File: config.mk
export PLATFORM = sky130hd
export DESIGN_NAME = eth_mdio_ctrl
export DESIGN_NICKNAME = d
export VERILOG_FILES = /design/src/rtl/eth_mdio_pkg.sv /design/src/rtl/eth_mdio_clkgen.sv /design/src/rtl/eth_mdio_ctrl.sv
export SDC_FILE = /design/constraint.sdc
export NUM_CORES = 1
export LEC_CHECK = 0
export CORE_MARGIN = 1.5
export CORE_UTILIZATION = 40
export CTS_CLUSTER_DIAMETER = 40
export DETAILED_ROUTE_END_ITERATION = 10
export PLACE_DENSITY_LB_ADDON = 0.15
export SLEW_MARGIN = 20
export SYNTH_ARGS = -nofsm -noshare
export SYNTH_HDL_FRONTEND = slang
export SYNTH_SLANG_ARGS = --single-unit
File: constraint.sdc
create_clock -name msoc_clk -period 2.8 [get_ports msoc_clk]
set_input_delay 0.42 -clock msoc_clk [delete_from_list [all_inputs] [get_ports msoc_clk]]
set_output_delay 0.42 -clock msoc_clk [all_outputs]
set_load 0.01 [all_outputs]
File: src/rtl/eth_mdio_pkg.sv
// Shared MDIO management-frame definitions: FSM states, frame constants and helpers.
package eth_mdio_pkg;

    typedef enum logic [2:0] {
        StIdle,
        StPre,
        StStop,
        StAddr,
        StTa,
        StData,
        StGap
    } mdio_state_e;

    localparam int unsigned MDIO_PRE_BITS   = 32;
    localparam logic [1:0]  MDIO_ST         = 2'b01;
    localparam logic [1:0]  MDIO_OP_WR      = 2'b01;
    localparam logic [1:0]  MDIO_OP_RD      = 2'b10;
    localparam logic [1:0]  MDIO_TA_WR      = 2'b10;
    // Read turnaround is released; the internal value just idles high.
    localparam logic [1:0]  MDIO_TA_RD      = 2'b11;
    // ST+OP (4) + PHY/REG (10) + TA (2) + DATA (16) + GAP (1)
    localparam int unsigned MDIO_BODY_BITS  = 33;
    localparam int unsigned MDIO_FRAME_BITS = MDIO_PRE_BITS + MDIO_BODY_BITS;

    // Index of the final bit of each frame field.
    function automatic logic [4:0] state_last_bit(mdio_state_e s);
        logic [4:0] last;
        case (s)
            StPre:   last = 5'(MDIO_PRE_BITS - 1);
            StStop:  last = 5'd3;
            StAddr:  last = 5'd9;
            StTa:    last = 5'd1;
            StData:  last = 5'd15;
            default: last = 5'd0;
        endcase
        return last;
    endfunction

    function automatic mdio_state_e state_next(mdio_state_e s);
        mdio_state_e nx;
        case (s)
            StPre:   nx = StStop;
            StStop:  nx = StAddr;
            StAddr:  nx = StTa;
            StTa:    nx = StData;
            StData:  nx = StGap;
            default: nx = StIdle;
        endcase
        return nx;
    endfunction

    // Serial bit values of the frame after the preamble, first bit in the MSB.
    function automatic logic [MDIO_BODY_BITS-1:0] frame_body(logic write, logic [4:0] phy,
                                                             logic [4:0] regad,
                                                             logic [15:0] wdata);
        return {MDIO_ST, (write ? MDIO_OP_WR : MDIO_OP_RD), phy, regad,
                (write ? MDIO_TA_WR : MDIO_TA_RD), (write ? wdata : 16'hFFFF), 1'b1};
    endfunction

    // Output-enable per body bit: reads release the line from the first TA bit onward.
    function automatic logic [MDIO_BODY_BITS-1:0] frame_oe(logic write);
        return {14'h3FFF, (write ? 18'h3FFFF : 18'h00000), 1'b0};
    endfunction

endpackage

File: src/rtl/eth_mdio_clkgen.sv
// Bit-phase counter and MDC generator; provides edge strobes for the frame sequencer.
module eth_mdio_clkgen #(
    parameter int unsigned CLK_DIV = 25
) (
    input  logic clk,
    input  logic rst,
    input  logic restart,
    input  logic run,
    input  logic mdc_en,
    output logic mdc,
    output logic fall,
    output logic rise,
    output logic bit_end
);

    localparam int unsigned PHASES = 2 * CLK_DIV;
    localparam int unsigned PW     = $clog2(PHASES);

    localparam logic [PW-1:0] PH_RISE = PW'(CLK_DIV - 1);
    localparam logic [PW-1:0] PH_HIGH = PW'(CLK_DIV);
    localparam logic [PW-1:0] PH_PRE  = PW'(PHASES - 2);
    localparam logic [PW-1:0] PH_LAST = PW'(PHASES - 1);

    logic [PW-1:0] phase;
    logic [PW-1:0] phase_nx;

    // Next phase: wraps every bit, parks at 0 while idle or on a new frame.
    always_comb begin
        phase_nx = '0;
        if (!restart && run && (phase != PH_LAST)) begin
            phase_nx = phase + 1'b1;
        end
    end

    // Phase register and registered MDC (high for the second half of each bit).
    always_ff @(posedge clk) begin
        if (rst) begin
            phase <= '0;
            mdc   <= 1'b0;
        end else begin
            phase <= phase_nx;
            mdc   <= run && !restart && mdc_en && (phase_nx >= PH_HIGH);
        end
    end

    // Edge strobes: each marks the clock edge at which the event takes effect.
    assign rise    = run && (phase == PH_RISE);
    assign fall    = run && (phase == PH_LAST);
    assign bit_end = run && (phase == PH_PRE);

endmodule

File: src/rtl/eth_mdio_ctrl.sv
// MDIO (clause 22) management controller: one read or write frame per accepted request.
module eth_mdio_ctrl
    import eth_mdio_pkg::*;
#(
    parameter int unsigned CLK_DIV     = 25,
    parameter int unsigned PREAMBLE_EN = 1
) (
    input  logic        msoc_clk,
    input  logic        rst_int,
    input  logic        req_valid,
    output logic        req_ready,
    input  logic        req_write,
    input  logic [4:0]  req_phy,
    input  logic [4:0]  req_reg,
    input  logic [15:0] req_wdata,
    output logic        rsp_valid,
    output logic [15:0] rsp_rdata,
    output logic        rsp_err,
    output logic        busy,
    output logic        phy_mdc,
    input  logic        phy_mdio_i,
    output logic        phy_mdio_o,
    output logic        phy_mdio_oen
);

    localparam int unsigned FB = MDIO_FRAME_BITS;

    if ((CLK_DIV < 2) || (CLK_DIV > 255)) begin : gen_bad_clk_div
        $error("eth_mdio_ctrl: CLK_DIV must be within 2..255");
    end

    mdio_state_e   state;
    logic [4:0]    bit_cnt;
    logic          is_write;
    logic          ta_err;
    logic [15:0]   rd_sr;
    logic [FB-1:0] tx_sr;
    logic [FB-1:0] oe_sr;
    logic [FB-1:0] frame_tx;
    logic [FB-1:0] frame_en;
    logic          accept;
    logic          fall;
    logic          rise;
    logic          bit_end;

    assign req_ready = (state == StIdle) && !rst_int;
    assign busy      = (state != StIdle);
    assign accept    = req_valid && req_ready;

    // Whole frame as pin values, first bit in the MSB; without preamble the body is left-aligned.
    always_comb begin
        if (PREAMBLE_EN != 0) begin
            frame_tx = {{MDIO_PRE_BITS{1'b1}}, frame_body(req_write, req_phy, req_reg, req_wdata)};
            frame_en = {{MDIO_PRE_BITS{1'b1}}, frame_oe(req_write)};
        end else begin
            frame_tx = {frame_body(req_write, req_phy, req_reg, req_wdata), {MDIO_PRE_BITS{1'b1}}};
            frame_en = {frame_oe(req_write), {MDIO_PRE_BITS{1'b0}}};
        end
    end

    eth_mdio_clkgen #(
        .CLK_DIV(CLK_DIV)
    ) u_clkgen (
        .clk    (msoc_clk),
        .rst    (rst_int),
        .restart(accept),
        .run    (busy),
        .mdc_en (state != StGap),
        .mdc    (phy_mdc),
        .fall   (fall),
        .rise   (rise),
        .bit_end(bit_end)
    );

    // Frame sequencer: pin shifters, read capture, response and bit/field counting.
    always_ff @(posedge msoc_clk) begin
        if (rst_int) begin
            state        <= StIdle;
            bit_cnt      <= 5'd0;
            is_write     <= 1'b0;
            ta_err       <= 1'b0;
            rd_sr        <= 16'h0000;
            tx_sr        <= '1;
            oe_sr        <= '0;
            phy_mdio_o   <= 1'b1;
            phy_mdio_oen <= 1'b0;
            rsp_valid    <= 1'b0;
            rsp_rdata    <= 16'h0000;
            rsp_err      <= 1'b0;
        end else begin
            rsp_valid <= 1'b0;

            // Pins change only as MDC falls; idle level (1, released) shifts in behind the frame.
            if (accept) begin
                phy_mdio_o   <= frame_tx[FB-1];
                phy_mdio_oen <= frame_en[FB-1];
                tx_sr        <= {frame_tx[FB-2:0], 1'b1};
                oe_sr        <= {frame_en[FB-2:0], 1'b0};
            end else if (fall) begin
                phy_mdio_o   <= tx_sr[FB-1];
                phy_mdio_oen <= oe_sr[FB-1];
                tx_sr        <= {tx_sr[FB-2:0], 1'b1};
                oe_sr        <= {oe_sr[FB-2:0], 1'b0};
            end

            // PHY data is sampled on the MDC rising edge.
            if (rise) begin
                if ((state == StTa) && (bit_cnt == 5'd1)) begin
                    ta_err <= phy_mdio_i;
                end
                if (state == StData) begin
                    rd_sr <= {rd_sr[14:0], phy_mdio_i};
                end
            end

            // Response lands in the last cycle of GAP so IDLE follows immediately.
            if ((state == StGap) && bit_end) begin
                rsp_valid <= 1'b1;
                if (is_write) begin
                    rsp_err <= 1'b0;
                end else begin
                    rsp_rdata <= rd_sr;
                    rsp_err   <= ta_err;
                end
            end

            case (state)
                StIdle: begin
                    if (accept) begin
                        state    <= (PREAMBLE_EN != 0) ? StPre : StStop;
                        bit_cnt  <= 5'd0;
                        is_write <= req_write;
                    end
                end
                default: begin
                    if (fall) begin
                        if (bit_cnt == state_last_bit(state)) begin
                            bit_cnt <= 5'd0;
                            state   <= state_next(state);
                        end else begin
                            bit_cnt <= bit_cnt + 5'd1;
                        end
                    end
                end
            endcase
        end
    end

endmodule
==> flow_metrics.py, run 1 <==
metrics = {
    "clock_network": {
        "cts_resized": 0,
        "cts-hold-fix-buffers": 0,
        "clock-root-buffer": "clkbuf_16",
        "tritoncts": "done",
        "clock_sinks": 179,
        "numCtsBuffers": 17,
        "cts.path.max_buffers": 2,
        "clock_latency_ns": 0.43,
        "postCtsSetupBuffers": 0,
        "h-tree-depth": 4,
        "path_clk_slew_ns": 0.07,
    },
    "yosys": {
        "netlist_area_um2": 6760,
        "synth_top_area_frac": 0.530,
        "netlist_top_cells_area": "dfxtp_1 (53%), nand2_1 (7.4%), o221a_2 (7.2%), a221oi_1 (5.6%), mux2i_1 (4.9%)",
        "post-synth-top-area-cell": "dfxtp_1",
        "synth_seq_area_share": 0.530,
        "synth_xor_area_frac": 0.00648,
        "synthFlopType": "dfxtp_1",
        "ys_seq_elements": 179,
        "syn_inst": 699,
        "yosys_warnings": 0,
        "avgSynthCellArea_um2": 9.67,
        "synth_edf_count": 0,
        "synth-simple-area-share": 0.182,
        "synth_compound_gate_area_share": 0.174,
        "synth_adder_area_share": 0.00925,
        "synthMuxAreaShare": 0.0488,
        "ys_types": 59,
        "syn_nets": 735,
        "synthArstFlopShare": 0,
        "synth_top_family_by_area": "simple AND/OR/NAND/NOR gates",
    },
    "routing": {
        "ant_nets": 0,
        "vias_per_cell": 5.36,
        "wl_mm": 13.6,
        "drt-initial-drc-count": 266,
        "drc": 0,
        "dr_total_vias": 5163,
        "drt-wirelength-per-cell_um": 14.1,
        "firstDrtPassIters": 4,
    },
    "sta": {
        "hold_ws_ns": 0.355,
        "slew_headroom": 0.458,
        "rsz0062_at_grt": "false",
        "worst_pin_slew_ns": 0.813,
        "fin_crit_ns": 2.59,
        "tns_ns": 0,
        "skew_ns": 0.00887,
        "setup_viol": 0,
        "setup_ws_ns": 0.206,
        "drv_slew": 0,
        "fmax_ghz": 0.386,
        "period_share": 0.926,
        "hold_violations": 0,
    },
    "pwr": {
        "p_leak_nw": 3.21,
        "p_total_mw": 5.42,
        "cellPowerDensity_nw_per_um2": 671,
        "peakVddDrop_uv": 462,
    },
    "cells_and_area": {
        "drive_gt1_frac": 0.144,
        "utilization": 0.489,
        "antennaDiodeCount": 0,
        "nFillCells": 1547,
        "syn_to_final_growth_pct": 19.4,
        "finalNetCount": 766,
        "final_common_cell": "dfxtp_1",
        "mostFrequentLayoutCells": "dfxtp_1 (179), nand2_1 (134), nor2_1 (66)",
    },
    "setup_path": {
        "worstSetupPathType": "flop to output pin",
        "cp.required_ns": 2.38,
        "worstSetupEndpointType": "output pin",
        "cp_max_fo": 13,
        "cp-start-kind": "flop",
        "crit_arrival_ns": 2.17,
    },
    "placed_design": {
        "port_buffers": 53,
        "gp_congestion": 0.814,
        "place_hpwl_mm": 8.31,
        "post-place-ws_ns": 0.341,
    },
    "global_route": {
        "grt_max_degree": 84,
        "first_global_vias": 4791,
        "grt_usage": 0.157,
        "antenna_found_initial": 0,
        "overflow": 0,
        "grt_pass1_wl_mm": 22.8,
    },
    "floorplan": {
        "dieArea_um2": 17700,
        "die_x_um": 133,
        "ioPinCount": 54,
        "start_util": 0.409,
        "coreArea_um2": 16500,
        "die_h_um": 133,
        "rows": 47,
    },
    "worst_hold_path": {
        "hold_path_class": "input pin to flop",
    },
    "status": {
        "outcome": "finished clean",
    },
    "job": {
        "maxCapViolations": 0,
    },
}
-- layer usage --
layer / track usage / vias up / share of wire
met1: 0.207 / 2478 / 0.49
met4: 0.0543 / 0 / 0.012
met5: 0 / - / 0
met2: 0.243 / 94 / 0.46
met3: 0.0487 / 14 / 0.043
li1: - / 2577 / -
-- synthesized netlist by cell type, drive strengths merged, types with 2 or more instances --
master	instances
xnor2	3
a211oi	3
a221oi	43
o32ai	2
clkbuf	36
nor2	69
o221ai	2
buf	22
and2	4
o221a	46
nand3	40
or3b	3
o211ai	3
o22ai	3
ha	5
a21oi	10
or4	2
nand2	134
nor3b	5
mux2i	33
dfxtp	179
a221o	3
a311oi	2
nand4	2
nand4bb	2
inv	13
o21ai	3
nor3	8
nor2b	2
xor2	2
-- path summary, 6_finish.rpt --
path | to | from | slack (ns) | depth (start not counted)
worst max register to register | state[0]$_SDFFE_PP0P_ | state[1]$_SDFFE_PP0P_ | 0.48 | 5
worst max-delay path | req_ready | state[0]$_SDFFE_PP0P_ | 0.21 | 4
worst min-delay path | state[0]$_SDFFE_PP0P_ | rst_int | 0.35 | 2
worst min register to register | tx_sr[17]$_SDFFE_PP1P_ | tx_sr[17]$_SDFFE_PP1P_ | 0.45 | 2
-- layout make-up --
class                      count  area [um2]  share of cell area
tap                          220         275              0.0341
multi-input combinational    448        2880               0.356
clock buffer                  20         457              0.0565
clock inverter                12         148              0.0183
inverter                      13        48.8             0.00604
sequential                   179        3580               0.444
timing repair buffer          71         686              0.0849
-- power by group --
group          switching, mW  internal, mW
logic                  0.161         0.157
registers             0.0538          2.63
clock network           1.03          1.38
total                   1.25          4.17
-- worst max-delay path, stage by stage (launching register included) --
cell and delay [ns]:
dfxtp_1 0.44, nor3_1 0.28, inv_1 0.16, nor2_1 0.26, clkdlybuf4s50_1 0.60
-- sequential cells by signal, indices dropped and copies added (netlist names), 3 cells and up --
register	flops
bit_cnt	5
rsp_rdata	16
rd_sr	16
u_clkgen.phase	6
state	3
oe_sr	63
tx_sr	63
-- stage by stage --
step	cell area, um2	cells
floorplan	6760	699
global placement	7470	931
detailed placement	7470	931
CTS	8080	963
global route	8080	963
finish	8080	963
-- cell families after synthesis --
family,count (synthesis)
AOI/OAI and AO/OA,126
buffers and inverters,72
muxes,33
and+or+nand+nor,279
DFF,179
xor gates and xnor gates,5
adders and majority gates,5
No activity file was read; power rests on OpenSTA's default activity.
==> run 2, diff against run 1 <==
CTS_BUF_LIST = sky130_fd_sc_hd__clkbuf_4 sky130_fd_sc_hd__clkbuf_8   (was default)
SLEW_MARGIN = default   (was 20)
==> run 2 against run 1 <==
Compared with the run above:
- register-to-register slack worse by 0.02 ns
- via count about the same
- critical endpoint unchanged
- highest routed layer unchanged
- final area down 2.3%
==> flow_metrics.py, run 2 (synthesized netlist as in run 1, its figures left out) <==
metrics = {
    "status": {
        "outcome": "finished clean",
    },
    "clock_network": {
        "h-tree-depth": 4,
        "path_clk_slew_ns": 0.09,
        "clock_latency_ns": 0.45,
        "clock_sinks": 179,
        "cts-hold-fix-buffers": 0,
        "clock-root-buffer": "clkbuf_8",
        "numCtsBuffers": 17,
        "tritoncts": "done",
        "cts.path.max_buffers": 2,
    },
    "placed_design": {
        "place_hpwl_mm": 8.31,
        "dpl_cell_area_um2": 7470,
        "dpl.cell_count": 931,
        "gp_congestion": 0.814,
        "port_buffers": 53,
        "post-place-ws_ns": 0.341,
    },
    "sta": {
        "worst_pin_slew_ns": 0.819,
        "slew_headroom": 0.454,
        "drv_slew": 0,
        "setup_ws_ns": 0.237,
        "tns_ns": 0,
        "hold_ws_ns": 0.333,
        "period_share": 0.915,
        "fmax_ghz": 0.390,
        "setup_viol": 0,
        "skew_ns": 0.0156,
        "hold_violations": 0,
        "rsz0062_at_grt": "false",
        "fin_crit_ns": 2.56,
    },
    "global_route": {
        "grt_usage": 0.156,
        "grt_pass1_wl_mm": 22.7,
        "antenna_found_initial": 0,
        "first_global_vias": 4780,
        "overflow": 0,
        "grt_max_degree": 84,
    },
    "routing": {
        "vias_per_cell": 5.37,
        "drc": 0,
        "dr_total_vias": 5167,
        "wl_mm": 13.5,
        "firstDrtPassIters": 5,
        "ant_nets": 0,
        "drt-wirelength-per-cell_um": 14.0,
        "drt-initial-drc-count": 303,
    },
    "floorplan": {
        "rows": 47,
        "die_x_um": 133,
        "ioPinCount": 54,
        "dieArea_um2": 17700,
        "coreArea_um2": 16500,
        "die_h_um": 133,
        "start_util": 0.409,
    },
    "setup_path": {
        "worstSetupEndpointType": "output pin",
        "cp.required_ns": 2.38,
        "cp_cell_sequence": "nor3_2 -> inv_1 -> nor2_1 -> clkdlybuf4s50_1",
        "cp-start-kind": "flop",
        "worstSetupPathType": "flop to output pin",
        "r2r_slack_ns": 0.46,
        "crit_path_top_delay_cell": "clkdlybuf4s50_1",
        "cpPeakStageDelay_ns": 0.60,
        "cp_top_family": "buffers and inverters",
        "r2r_end": "state[0]$_SDFFE_PP0P_",
        "startpoint": "state[0]$_SDFFE_PP0P_",
        "cp.depth": 4,
        "reg2reg_depth": 5,
        "cp-endpoint": "req_ready",
        "critPathBufInv": 2,
        "r2r-start": "state[1]$_SDFFE_PP0P_",
        "cp_max_fo": 13,
        "crit_arrival_ns": 2.14,
    },
    "cells_and_area": {
        "fin_cells": 963,
        "utilization": 0.478,
        "drive_gt1_frac": 0.147,
        "antennaDiodeCount": 0,
        "mostFrequentLayoutCells": "dfxtp_1 (179), nand2_1 (134), nor2_1 (66)",
        "finish.instance_area_um2": 7890,
        "largestRegisters": "oe_sr (63), tx_sr (63)",
        "syn_to_final_growth_pct": 16.7,
        "finalNetCount": 766,
        "final_common_cell": "dfxtp_1",
    },
    "job": {
        "maxCapViolations": 0,
    },
    "worst_hold_path": {
        "min_from": "rst_int",
        "hold_path_class": "input pin to flop",
    },
    "pwr": {
        "peakVddDrop_uv": 340,
        "p_leak_nw": 3.13,
        "cellPowerDensity_nw_per_um2": 608,
        "p_total_mw": 4.80,
    },
}
[run 2: how the worst min path moves through the flow]
stage / endpoint / slack (ns) / depth (start not counted)
final: state[0]$_SDFFE_PP0P_ / 0.33 / 2
after global routing: state[0]$_SDFFE_PP0P_ / 0.31 / 2
after CTS: state[0]$_SDFFE_PP0P_ / 0.29 / 2
after detailed placement: tx_sr[17]$_SDFFE_PP1P_ / 0.43 / 2
after global placement: tx_sr[4]$_SDFFE_PP1P_ / 0.43 / 2
after floorplan: tx_sr[10]$_SDFFE_PP1P_ / 0.42 / 2
[run 2: power by group]
group	switching, mW	leakage, nW	total [mW]	internal, mW
clock network	0.931	0.208	1.80	0.869
logic	0.160	1.47	0.318	0.158
registers	0.0539	1.46	2.69	2.63
[run 2: layout make-up]
type                    count  area (um2)
clock buffers              20         269
clock inverters            12         148
fillers                  1571        8630
inverters                  13        48.8
multi-input cells         448        2880
flip-flops and latches    179        3580
well taps                 220         275
repair buffers             71         686
[run 2: what timing repair did]
item / 4_1_cts / 5_1_grt
endpoints found under the setup margin: 0 / 1
resized for setup: 0 / 1
setup buffers: 0 / 0
[run 2: layer usage]
metal / vias to the layer above / track usage / wire, um
met2: 92 / 0.241 / 6310
met3: 10 / 0.0498 / 588
met4: 0 / 0.0507 / 114
met1: 2487 / 0.207 / 6440
li1: 2578 / - / -
met5: - / 0 / 0
